[src/rtl/mem_arb_pkg.sv]
// Shared definitions for the data-memory arbiter: FSM encoding, port IDs and
// the default memory depth.
package mem_arb_pkg;

    typedef enum logic [1:0] {
        IDLE  = 2'd0,
        ISSUE = 2'd1,
        RESP  = 2'd2
    } state_t;

    localparam logic PORT_PIPE = 1'b0;
    localparam logic PORT_DBG  = 1'b1;

    localparam int DEFAULT_DEPTH = 32;

endpackage

[src/rtl/rr_arbiter_2.sv]
// Combinational 2-way round-robin arbiter. On a tie the port that did not
// win last time is granted; a lone requester always wins.
module rr_arbiter_2
    import mem_arb_pkg::*;
(
    input  logic [1:0] req,
    input  logic       last,
    output logic [1:0] grant,
    output logic       winner
);

    // NOTE: every output of an always_comb gets a default first, so no latch is inferred.
    always_comb begin
        grant  = 2'b00;
        winner = PORT_PIPE;
        case (req)
            2'b01:   winner = PORT_PIPE;
            2'b10:   winner = PORT_DBG;
            2'b11:   winner = ~last;
            default: winner = PORT_PIPE;
        endcase
        if (req != 2'b00) grant[winner] = 1'b1;
    end

endmodule

[src/rtl/memory_data_arbiter.sv]
// Shares the single-port data memory between the pipeline MEM stage (port 0)
// and the debug/loader port (port 1), one access every three cycles.
module memory_data_arbiter
    import mem_arb_pkg::*;
#(
    parameter int DATA_W = 32,
    parameter int ADDR_W = 32,
    parameter int DEPTH  = DEFAULT_DEPTH
) (
    input  logic              clk,
    input  logic              reset,
    input  logic              req0,
    input  logic              req1,
    input  logic              we0,
    input  logic              we1,
    input  logic [ADDR_W-1:0] addr0,
    input  logic [ADDR_W-1:0] addr1,
    input  logic [DATA_W-1:0] wdata0,
    input  logic [DATA_W-1:0] wdata1,
    output logic              ack0,
    output logic              ack1,
    output logic [DATA_W-1:0] rdata0,
    output logic [DATA_W-1:0] rdata1,
    output logic              err0,
    output logic              err1,
    output logic              mem_write,
    output logic              mem_read,
    output logic [ADDR_W-1:0] mem_address,
    output logic [DATA_W-1:0] mem_writedata,
    input  logic [DATA_W-1:0] mem_readdata,
    output logic              busy
);

    localparam logic [ADDR_W-1:0] DEPTH_LIM = ADDR_W'(DEPTH);

    state_t state, state_nxt;

    logic              last;
    logic              owner;
    logic              lat_we;
    logic              lat_err;
    logic [1:0]        grant;
    logic              winner;
    logic              sel_we;
    logic [ADDR_W-1:0] sel_addr;
    logic [DATA_W-1:0] sel_wdata;
    logic              sel_in_range;
    logic [DATA_W-1:0] rd_cap;

    rr_arbiter_2 u_arb (
        .req    ({req1, req0}),
        .last   (last),
        .grant  (grant),
        .winner (winner)
    );

    assign sel_we       = winner ? we1    : we0;
    assign sel_addr     = winner ? addr1  : addr0;
    assign sel_wdata    = winner ? wdata1 : wdata0;
    // Full-width unsigned compare: high address bits are never dropped.
    assign sel_in_range = sel_addr < DEPTH_LIM;
    assign rd_cap       = mem_read ? mem_readdata : '0;

    always_comb begin
        state_nxt = state;
        mem_write = 1'b0;
        mem_read  = 1'b0;
        ack0      = 1'b0;
        ack1      = 1'b0;
        err0      = 1'b0;
        err1      = 1'b0;
        busy      = 1'b0;
        case (state)
            IDLE: begin
                if (grant != 2'b00) state_nxt = ISSUE;
            end
            ISSUE: begin
                busy      = 1'b1;
                mem_write = ~lat_err &  lat_we;
                mem_read  = ~lat_err & ~lat_we;
                state_nxt = RESP;
            end
            RESP: begin
                busy      = 1'b1;
                ack0      = (owner == PORT_PIPE);
                ack1      = (owner == PORT_DBG);
                err0      = ack0 & lat_err;
                err1      = ack1 & lat_err;
                state_nxt = IDLE;
            end
            default: state_nxt = IDLE;
        endcase
    end

    // NOTE: registers use non-blocking assignments only, so every one of them sees pre-edge values.
    always_ff @(posedge clk) begin
        if (reset) begin
            state         <= IDLE;
            last          <= PORT_DBG;
            owner         <= PORT_PIPE;
            lat_we        <= 1'b0;
            lat_err       <= 1'b0;
            mem_address   <= '0;
            mem_writedata <= '0;
            rdata0        <= '0;
            rdata1        <= '0;
        end else begin
            state <= state_nxt;
            case (state)
                IDLE: begin
                    if (grant != 2'b00) begin
                        owner   <= winner;
                        lat_we  <= sel_we;
                        lat_err <= ~sel_in_range;
                        // Memory bus is loaded only for real accesses so it holds otherwise.
                        if (sel_in_range) begin
                            mem_address   <= sel_addr;
                            mem_writedata <= sel_wdata;
                        end
                    end
                end
                ISSUE: begin
                    if (owner == PORT_DBG) rdata1 <= rd_cap;
                    else                   rdata0 <= rd_cap;
                end
                RESP: begin
                    last <= owner;
                end
                default: ;
            endcase
        end
    end

endmodule
[config.mk]
export PLATFORM = sky130hd
export DESIGN_NAME = memory_data_arbiter
export DESIGN_NICKNAME = d
export VERILOG_FILES = /design/src/rtl/mem_arb_pkg.sv /design/src/rtl/rr_arbiter_2.sv /design/src/rtl/memory_data_arbiter.sv
export SDC_FILE = /design/constraint.sdc
export NUM_CORES = 1
export LEC_CHECK = 0
export ABC_CLOCK_PERIOD_IN_PS = 1800
export CAP_MARGIN = 25
export CORE_ASPECT_RATIO = 1.75
export CORE_MARGIN = 4
export CORE_UTILIZATION = 35
export DETAILED_ROUTE_END_ITERATION = 10
export GPL_TIMING_DRIVEN = 1
export PLACE_DENSITY = 0.77
export SLEW_MARGIN = 15
export SYNTH_ARGS = -nofsm -noshare
export SYNTH_HDL_FRONTEND = slang
export SYNTH_SLANG_ARGS = --single-unit
[constraint.sdc]
create_clock -name clk -period 1.8 [get_ports clk]
set_input_delay 0.18 -clock clk [delete_from_list [all_inputs] [get_ports clk]]
set_output_delay 0.18 -clock clk [all_outputs]
set_load 0.02 [all_outputs]
==> impl_metrics.ini, run 1 <==
[outcome]
outcome = finished, final reports clean

[critical_path]
worstPathMaxFanout = 7
cp-end-kind = register
crit_type = register to register
start_kind = register
critPathRequiredTime_ns = 2.09
reg2reg_slack_ns = 0.08
arrival_ns = 2.02

[power]
powerDensity_mw_per_mm2 = 797.2
power.total_w = 0.007582
vdd_drop_max_mv = 0.5567
cellLeakagePower_nw = 3.597

[timing]
slew_headroom = 0.6635
setup_viol = 0
slew_viol_final = 0
fmax_ghz = 0.5801
fin_crit_sh = 0.9577
worst_pin_slew_ns = 0.5048
clock_skew_ns = 0.009756
rsz0062_at_grt = yes
min_period_ns = 1.724
setup_tns_ns = 0
hold_ws_ns = 0.1145
hold_viol = 0

[synth]
synth_compound_area_frac = 0.1809
synth_mux_area_frac = 0.001873
synthAdderAreaFrac = 0.007022
synth_nets = 825
synth_ff_type = dfxtp_1
netlist_instances = 656
syn_area_per_cell_um2 = 8.148
yosysSeqAreaShare = 0.5019
ys_ff_latch = 134
synth_edf_count = 0
synthesis.area_mm2 = 0.005345
synth_top_family_by_area = simple AND/OR/NAND/NOR gates
ys_warn_count = 0
async_flop_share = 0
synthXorXnorAreaFrac = 0
synth_simple_gate_area_frac = 0.2556
ys_types = 31

[die]
start_util = 0.3584
die_area_mm2 = 0.01739
rows = 59
dieHeight_um = 171.5
ioPinCount = 301
core_area_mm2 = 0.01491
die_w_um = 101.4

[worst_hold_path]
min_path_type = primary input to register

[final_layout]
num-fill-cells = 1281
regArea_mm2 = 0.002685
diodes = 0
final_cells = 1153
drive_gt1_frac = 0.1062
nNetsFinal = 1126
synthToLayoutAreaGrowth_pct = 77.93
multiInputGateArea_mm2 = 0.002505
design_area_mm2 = 0.009510

[drt]
vias = 5799
viasPerCell = 5.029
drc = 0
final_antenna_net_count = 0
wl_per_cell_um = 17.12
drtIter0Drc = 164
dr.pass1.iters = 4
wirelength_um = 19740

[run]
maxCapViolations = 0

[clocking]
post_cts.repair.setup_buffers = 0
clk_pin_slew_worst_paths_ns = 0.06
clk_latency_ns = 0.40
htree_levels = 4
cts_tree = done
ctsHoldBuffers = 0
clk_path_buf_depth = 2
clock-sinks = 134
cts_made_buffers = 17
cts-root-buf = clkbuf_16

[placement]
io_buffer_count = 300
gp_congestion = 0.8360
placed_cells = 1117
placement.cell_area_mm2 = 0.008728
dpl.hpwl_um = 14390

[global_routing]
grt_max_degree = 50
overflow = 0
antenna_found_initial = 0
grt_usage = 0.2104
grt_pass1_wl_um = 28690
grt_pass1_vias = 5658
cell families (layout without fill, tap and decap cells):
group	after synthesis	count (layout)
compound gates	149	149
simple gates	307	307
mux	1	1
fa+ha+maj	3	3
buf+inv	62	376
flops	134	134
path summary, 6_finish.rpt:
check / start / endpoint / cells past startpoint
worst max-delay path: state[0] / mem_address[31] / 9
worst min-delay path: reset / rdata0[3] / 2
worst max register to register: state[0] / mem_address[31] / 9
worst min register to register: rdata1[23] / rdata1[23] / 2
where the power goes:
| group | internal, W | leakage, nW | switching, W |
|---|---|---|---|
| Sequential | 0.00300 | 1.08 | 0.0000258 |
| Combinational | 0.000544 | 2.22 | 0.000436 |
| Clock | 0.00211 | 0.298 | 0.00147 |
| Total | 0.00565 | 3.60 | 0.00193 |
critical path: stages (launching register included):
cell     delay [ns]
dfxtp_2        0.33
inv_4          0.07
ha_4           0.14
o21a_4         0.13
nand4_1        0.15
o22ai_4        0.22
buf_12         0.17
a21oi_4        0.09
buf_6          0.16
and2_4         0.15
cell type report:
type                       count  share of cell area
sequential                   134              0.2823
tap                          183             0.02408
timing repair buffer         341              0.3648
inverter                       3            0.001447
clock inverter                15             0.01921
clock buffer                  17             0.04473
multi-input combinational    460              0.2634
cells in the mapped netlist, drive strengths merged, types with 2 or more instances:
cell    instances  share of area
o21a            2         0.0030
a41o           37          0.069
clkbuf         29          0.020
nand2         143           0.10
and2           30          0.035
nor4           10          0.012
nor2           45          0.032
dfxtp         134           0.50
nand3          68          0.064
a21oi         104          0.098
nor3            2         0.0019
ha              3         0.0070
inv             3         0.0021
buf            30          0.030
nand4           3         0.0035
nand2b          2         0.0023
per-stage QoR:
stage	util	worst slack, ns
2_1_floorplan	-	0.09548
3_3_place_gp	0.5853	-0.3928
3_5_place_dp	0.5853	-0.3689
4_1_cts	0.6260	0.003485
5_1_grt	0.6378	-0.02342
6_report	0.6378	0.07621
placed cells by master, fill, tap and decap left out, types with 2 or more instances in the layout:
cell type and n:
dfxtp_2 2, clkinv_4 2, dfxtp_1 132, buf_12 8, inv_8 4, and2_4 8
nand2b_1 2, nor3_1 2, and2_1 22, clkbuf_16 19, buf_4 26, inv_6 6
dlygate4sd2_1 3, clkdlybuf4s50_1 292, a21oi_1 103, ha_1 2, nor4_1 7, buf_2 2
a41o_1 37, nand3_2 2, nor4_2 2, nor2_1 45, nand2_1 143, nand3_1 66
nand4_1 3, bufinv_16 2, buf_6 5
flip-flops by register name, indices dropped and copies added, names as in the netlist:
register and flops:
last 1, state 2, lat_we 1, owner 1
mem_writedata 32, rdata0 32, mem_address 32, lat_err 1
rdata1 32
layer usage:
metal  vias to the layer above  share of wire  global-route usage
li1                       2873              -                   -
met4                         0          0.027             0.08449
met5                         -              0                   0
met3                        29          0.065             0.05235
met1                      2680           0.36              0.2197
met2                       217           0.54              0.3934
timing repair:
item | CTS | global route
gates resized for setup | 13 | 35
endpoints found under the setup margin | 8 | 61
pin swaps | 1 | 4
cloned | 0 | 4
endpoints found under the hold margin | 0 | 0
No activity file was read; power rests on OpenSTA's default activity.
==> inputs of run 2 (changes only) <==
Settings changed: REMOVE_ABC_BUFFERS set to 1.
==> run 2 against run 1 <==
Effect of this change:
- worst hold slack gained 0.093 ns
- global-route usage grew 0.10 points
- design area down 0.13%
- total power up 1.4%
- final cell count fell by 0.26%
- critical path type unchanged
- largest power group unchanged
==> impl_metrics.ini, run 2 (synthesis gave the netlist of run 1 again) <==
[outcome]
outcome = finished, final reports clean

[global_routing]
grt_pass1_vias = 5586
antenna_found_initial = 0
overflow = 0
grt_pass1_wl_um = 28990
grt_usage = 0.2115
grt_max_degree = 107

[clocking]
cts-root-buf = clkbuf_16
cts_made_buffers = 17
clock-sinks = 134
clk_path_buf_depth = 2
cts_tree = done
clk_latency_ns = 0.41
clk_pin_slew_worst_paths_ns = 0.07
htree_levels = 4

[placement]
io_buffer_count = 300
placement.cell_area_mm2 = 0.008698
gp_congestion = 0.8073
dpl.hpwl_um = 13920

[critical_path]
critPathRequiredTime_ns = 2.10
arrival_ns = 2.06
worstPathMaxFanout = 14
crit_path_top_delay_cell = dfxtp_2
start_kind = register
crit_type = register to register
cpPeakStageDelay_ns = 0.32
path_cells = inv_2 -> ha_4 -> o21a_4 -> nand4_1 -> o22ai_4 -> buf_12 -> buf_12 -> a41o_1 -> nor2_1
cpMostUsedCell = buf_12
cp-end-kind = register

[timing]
hold_ws_ns = 0.2078
fin_crit_sh = 0.9777
min_period_ns = 1.760
hold_viol = 0
fmax_ghz = 0.5682
worst_pin_slew_ns = 0.5507
rsz0062_at_grt = yes
clock_skew_ns = 0.01021
setup_viol = 0
slew_viol_final = 0
slew_headroom = 0.6320

[power]
clkPwrFrac = 0.483
cellLeakagePower_nw = 3.567
switchingPower_w = 0.001895
powerDensity_mw_per_mm2 = 809.1
switching_share = 0.2465
comb_power_share = 0.125
seqPwrFrac = 0.393
intPower_w = 0.005790
vdd_drop_max_mv = 0.5590

[drt]
drc = 0
wirelength_um = 19660
vias = 5787
drtIter0Drc = 191
dr.pass1.iters = 5
final_antenna_net_count = 0
viasPerCell = 5.032
wl_per_cell_um = 17.10

[die]
die_area_mm2 = 0.01739
dieHeight_um = 171.5
ioPinCount = 301
die_w_um = 101.4
rows = 59
core_area_mm2 = 0.01491
start_util = 0.3584

[final_layout]
regArea_mm2 = 0.002685
design_area_mm2 = 0.009498
most-common-layout-cells = clkdlybuf4s50_1, nand2_1, dfxtp_1, a21oi_1, nand3_1
final_common_cell = clkdlybuf4s50_1
diodes = 0
num-fill-cells = 1277
multiInputGateArea_mm2 = 0.002471
drive_gt1_frac = 0.1003
nNetsFinal = 1123
synthToLayoutAreaGrowth_pct = 77.69

[worst_hold_path]
min_path_type = primary input to register

[run]
maxCapViolations = 0
run 2: power by group through the flow:
stage                     registers, W  logic (W)  clock network [W]
after floorplan                0.00310   0.000277                  0
after global placement         0.00308   0.000939                  0
after detailed placement       0.00308   0.000940                  0
after CTS                      0.00302   0.000940            0.00377
after global routing           0.00302    0.00103            0.00390
final                          0.00302   0.000957            0.00371
run 2: critical path: cells and delay by family (launching register included):
family                     cells  cell delay, ns
AOI/OAI and AO/OA              3            0.59
adders and majority gates      1            0.14
buffers and inverters          3            0.40
DFF                            1            0.32
and+or+nand+nor                2            0.19
run 2: repair_timing:
item | 4_1_cts | 5_1_grt
cloned | 0 | 3
setup endpoints to repair | 36 | 110
pin swaps | 1 | 4
gates resized for setup | 27 | 26
hold endpoints to repair | 0 | 0
setup buffers | 0 | 2
hold buffers | 0 | 0
run 2: layout make-up:
class                   count  share of cell area
clock buffers              18             0.04624
repair buffers            338              0.3657
multi-input cells         460              0.2602
well taps                 183             0.02411
flip-flops and latches    134              0.2827
inverters                   3            0.001186
clock inverters            14             0.01989
run 2: path summary, 6_finish.rpt:
check / from / cells after the start / slack [ns] / to
worst max-delay path: state[0] / 9 / 0.04 / mem_writedata[11]
worst min-delay path: reset / 3 / 0.21 / lat_err
worst max register to register: state[0] / 9 / 0.04 / mem_writedata[11]
worst min register to register: rdata0[4] / 2 / 0.45 / rdata0[4]
run 2: routing by layer:
layer / routed length (um) / vias up / GRT usage / part of all wire
li1: - / 2862 / - / -
met2: 10760 / 206 / 0.3900 / 0.55
met4: 414 / 0 / 0.06366 / 0.021
met1: 7216 / 2694 / 0.2345 / 0.37
met3: 1268 / 25 / 0.05317 / 0.064
met5: 0 / - / 0 / 0
run 2: through the flow:
stage,utilization,instances,power (W),setup TNS (ns),worst slack [ns]
floorplan,-,597,0.003374,-353.95,-3.166
global placement,0.5833,1113,0.004020,-24.99,-0.3973
detailed placement,0.5833,1113,0.004022,-27.17,-0.4589
CTS,0.6253,1145,0.007721,0,0.001247
global route,0.6369,1150,0.007954,-1.170,-0.05382
finish,0.6369,1150,0.007685,0,0.04019
==> inputs of run 3 (changes only) <==
Settings changed: CELL_PAD_IN_SITES_DETAIL_PLACEMENT set to 1, CELL_PAD_IN_SITES_GLOBAL_PLACEMENT set to 1, CORE_UTILIZATION 35 to 24, PLACE_DENSITY 0.77 to unset, PLACE_DENSITY_LB_ADDON set to 0.1.
==> run 3 against run 2 <==
Effect of this change:
- the run now ends with negative setup slack left
- wire length is 29% higher
- clock power is 1% higher
- count of clock-buffer cells in the layout is 3 higher
- clock skew is 0.0016 ns lower
- sequential power hardly changed
- largest cell class unchanged
==> impl_metrics.ini, run 3 (synthesis gave the netlist of run 1 again) <==
[final_layout]
most-common-layout-cells = clkdlybuf4s50_1, nand2_1, dfxtp_1, a21oi_1, nand3_1
final_cells = 1265
nNetsFinal = 1125
synthToLayoutAreaGrowth_pct = 81.60
diodes = 0
design_area_mm2 = 0.009707
final_common_cell = clkdlybuf4s50_1
final_util = 0.4416
drive_gt1_frac = 0.09494

[critical_path]
cp-end-kind = register
critPathBufInv = 3
critPathRequiredTime_ns = 2.13
r2r_start = state[0]
path_delay_family = compound AO/OA/AOI/OAI gates
arrival_ns = 2.13
crit_type = register to register
path_cells = inv_2 -> ha_2 -> o21a_4 -> nand3_2 -> o22ai_4 -> buf_6 -> buf_16 -> a21oi_1 -> nor2_1
worstPathMaxFanout = 19
cp-startpoint = state[0]
crit_path_top_delay_cell = dfxtp_2
cpPeakStageDelay_ns = 0.33
start_kind = register

[timing]
slew_viol_final = 0
worst_pin_slew_ns = 0.4800
setup_ws_ns = -0.004717
rsz0062_at_grt = yes
slew_headroom = 0.6800
fin_crit_sh = 1.003
hold_viol = 0
clock_skew_ns = 0.008596
fmax_ghz = 0.5541
setup_tns_ns = -0.004717
setup_viol = 1
min_period_ns = 1.805

[power]
power.total_w = 0.007801
cellLeakagePower_nw = 3.604
powerDensity_mw_per_mm2 = 803.6
vdd_drop_max_mv = 0.5774

[global_routing]
grt_usage = 0.1901
grt_pass1_vias = 6674
overflow = 0
grt_pass1_wl_um = 36600
grt_max_degree = 77
antenna_found_initial = 1

[worst_hold_path]
min_path_type = primary input to register
worstHoldStart = reset

[drt]
vias = 6109
viasPerCell = 4.829
wl_per_cell_um = 20.05
final_antenna_net_count = 0
dr.pass1.iters = 4
drc = 0
drtIter0Drc = 237
wirelength_um = 25370

[outcome]
outcome = finished with violations
violations = negative setup slack

[die]
start_util = 0.2432
die_w_um = 120.8
core_area_mm2 = 0.02198
rows = 72
ioPinCount = 301
dieHeight_um = 205.4
die_area_mm2 = 0.02482

[clocking]
clk_pin_slew_worst_paths_ns = 0.07
clk_latency_ns = 0.42
clk_path_buf_depth = 2
cts_tree = done
cts_made_buffers = 17
cts-root-buf = clkbuf_16
clock-sinks = 134
htree_levels = 4

[placement]
dpl.hpwl_um = 17330
placement.cell_area_mm2 = 0.008775
placed_cells = 1219
io_buffer_count = 300
gp_congestion = 0.7594

[run]
maxCapViolations = 0
==> run 3: cell types whose count changed in the layout (fill, tap and decap cells not counted), sizes merged <==
cell / before / now
clkbuf: 21 / 26
inv: 10 / 5
clkdlybuf4s15: 2 / 0
a21oi: 104 / 105
buf: 40 / 41
bufinv: 3 / 4
clkinv: 2 / 3
==> run 3: path summary, 6_finish.rpt <==
kind / to / slack (ns) / depth (start not counted)
max: mem_address[4] / -0.005 / 9
min: mem_writedata[11] / 0.23 / 3
max reg2reg: mem_address[4] / -0.005 / 9
min reg2reg: rdata1[9] / 0.45 / 2
==> run 3: metal layers <==
metal,routed length (um),share of wire,up-vias,GRT usage
met5,0,0,-,0
met4,713,0.028,0,0.07699
met3,1991,0.078,35,0.06903
met2,13540,0.53,254,0.3517
met1,9122,0.36,2954,0.1906
li1,-,-,2866,-
==> run 3: worst min-delay path: stages <==
cell,delay [ns]
buf_4,0.25
a41o_1,0.13
nor2_1,0.04
==> run 3: final cells by class <==
cell class	instances	area (um2)
clock buffer	21	460.4
clock inverter	11	171.4
fill	2571	12270
inverter	3	11.26
multi-input combinational	461	2474
sequential	134	2684
tap	296	370.4
timing repair buffer	339	3536
==> run 3: stage by stage <==
stage / hold slack (ns) / setup WS, ns
global route: 0.2238 / -0.07454
CTS: 0.2112 / -0.01649
global placement: 0.4406 / -0.3632
floorplan: 0.2491 / -3.166
detailed placement: 0.4494 / -0.4865
finish: 0.2291 / -0.004717
==> run 3: power by group <==
group	internal, W	switching (W)
registers	0.00300	0.0000256
clock network	0.00240	0.00136
logic	0.000548	0.000469
==> run 3: repair_timing <==
| action | CTS | global route |
|---|---|---|
| hold buffers | 0 | 0 |
| resized for setup | 32 | 17 |
| pin swaps | 2 | 3 |
| setup buffers | 3 | 1 |
| endpoints found under the setup margin | 72 | 118 |
| gates cloned | 3 | 7 |
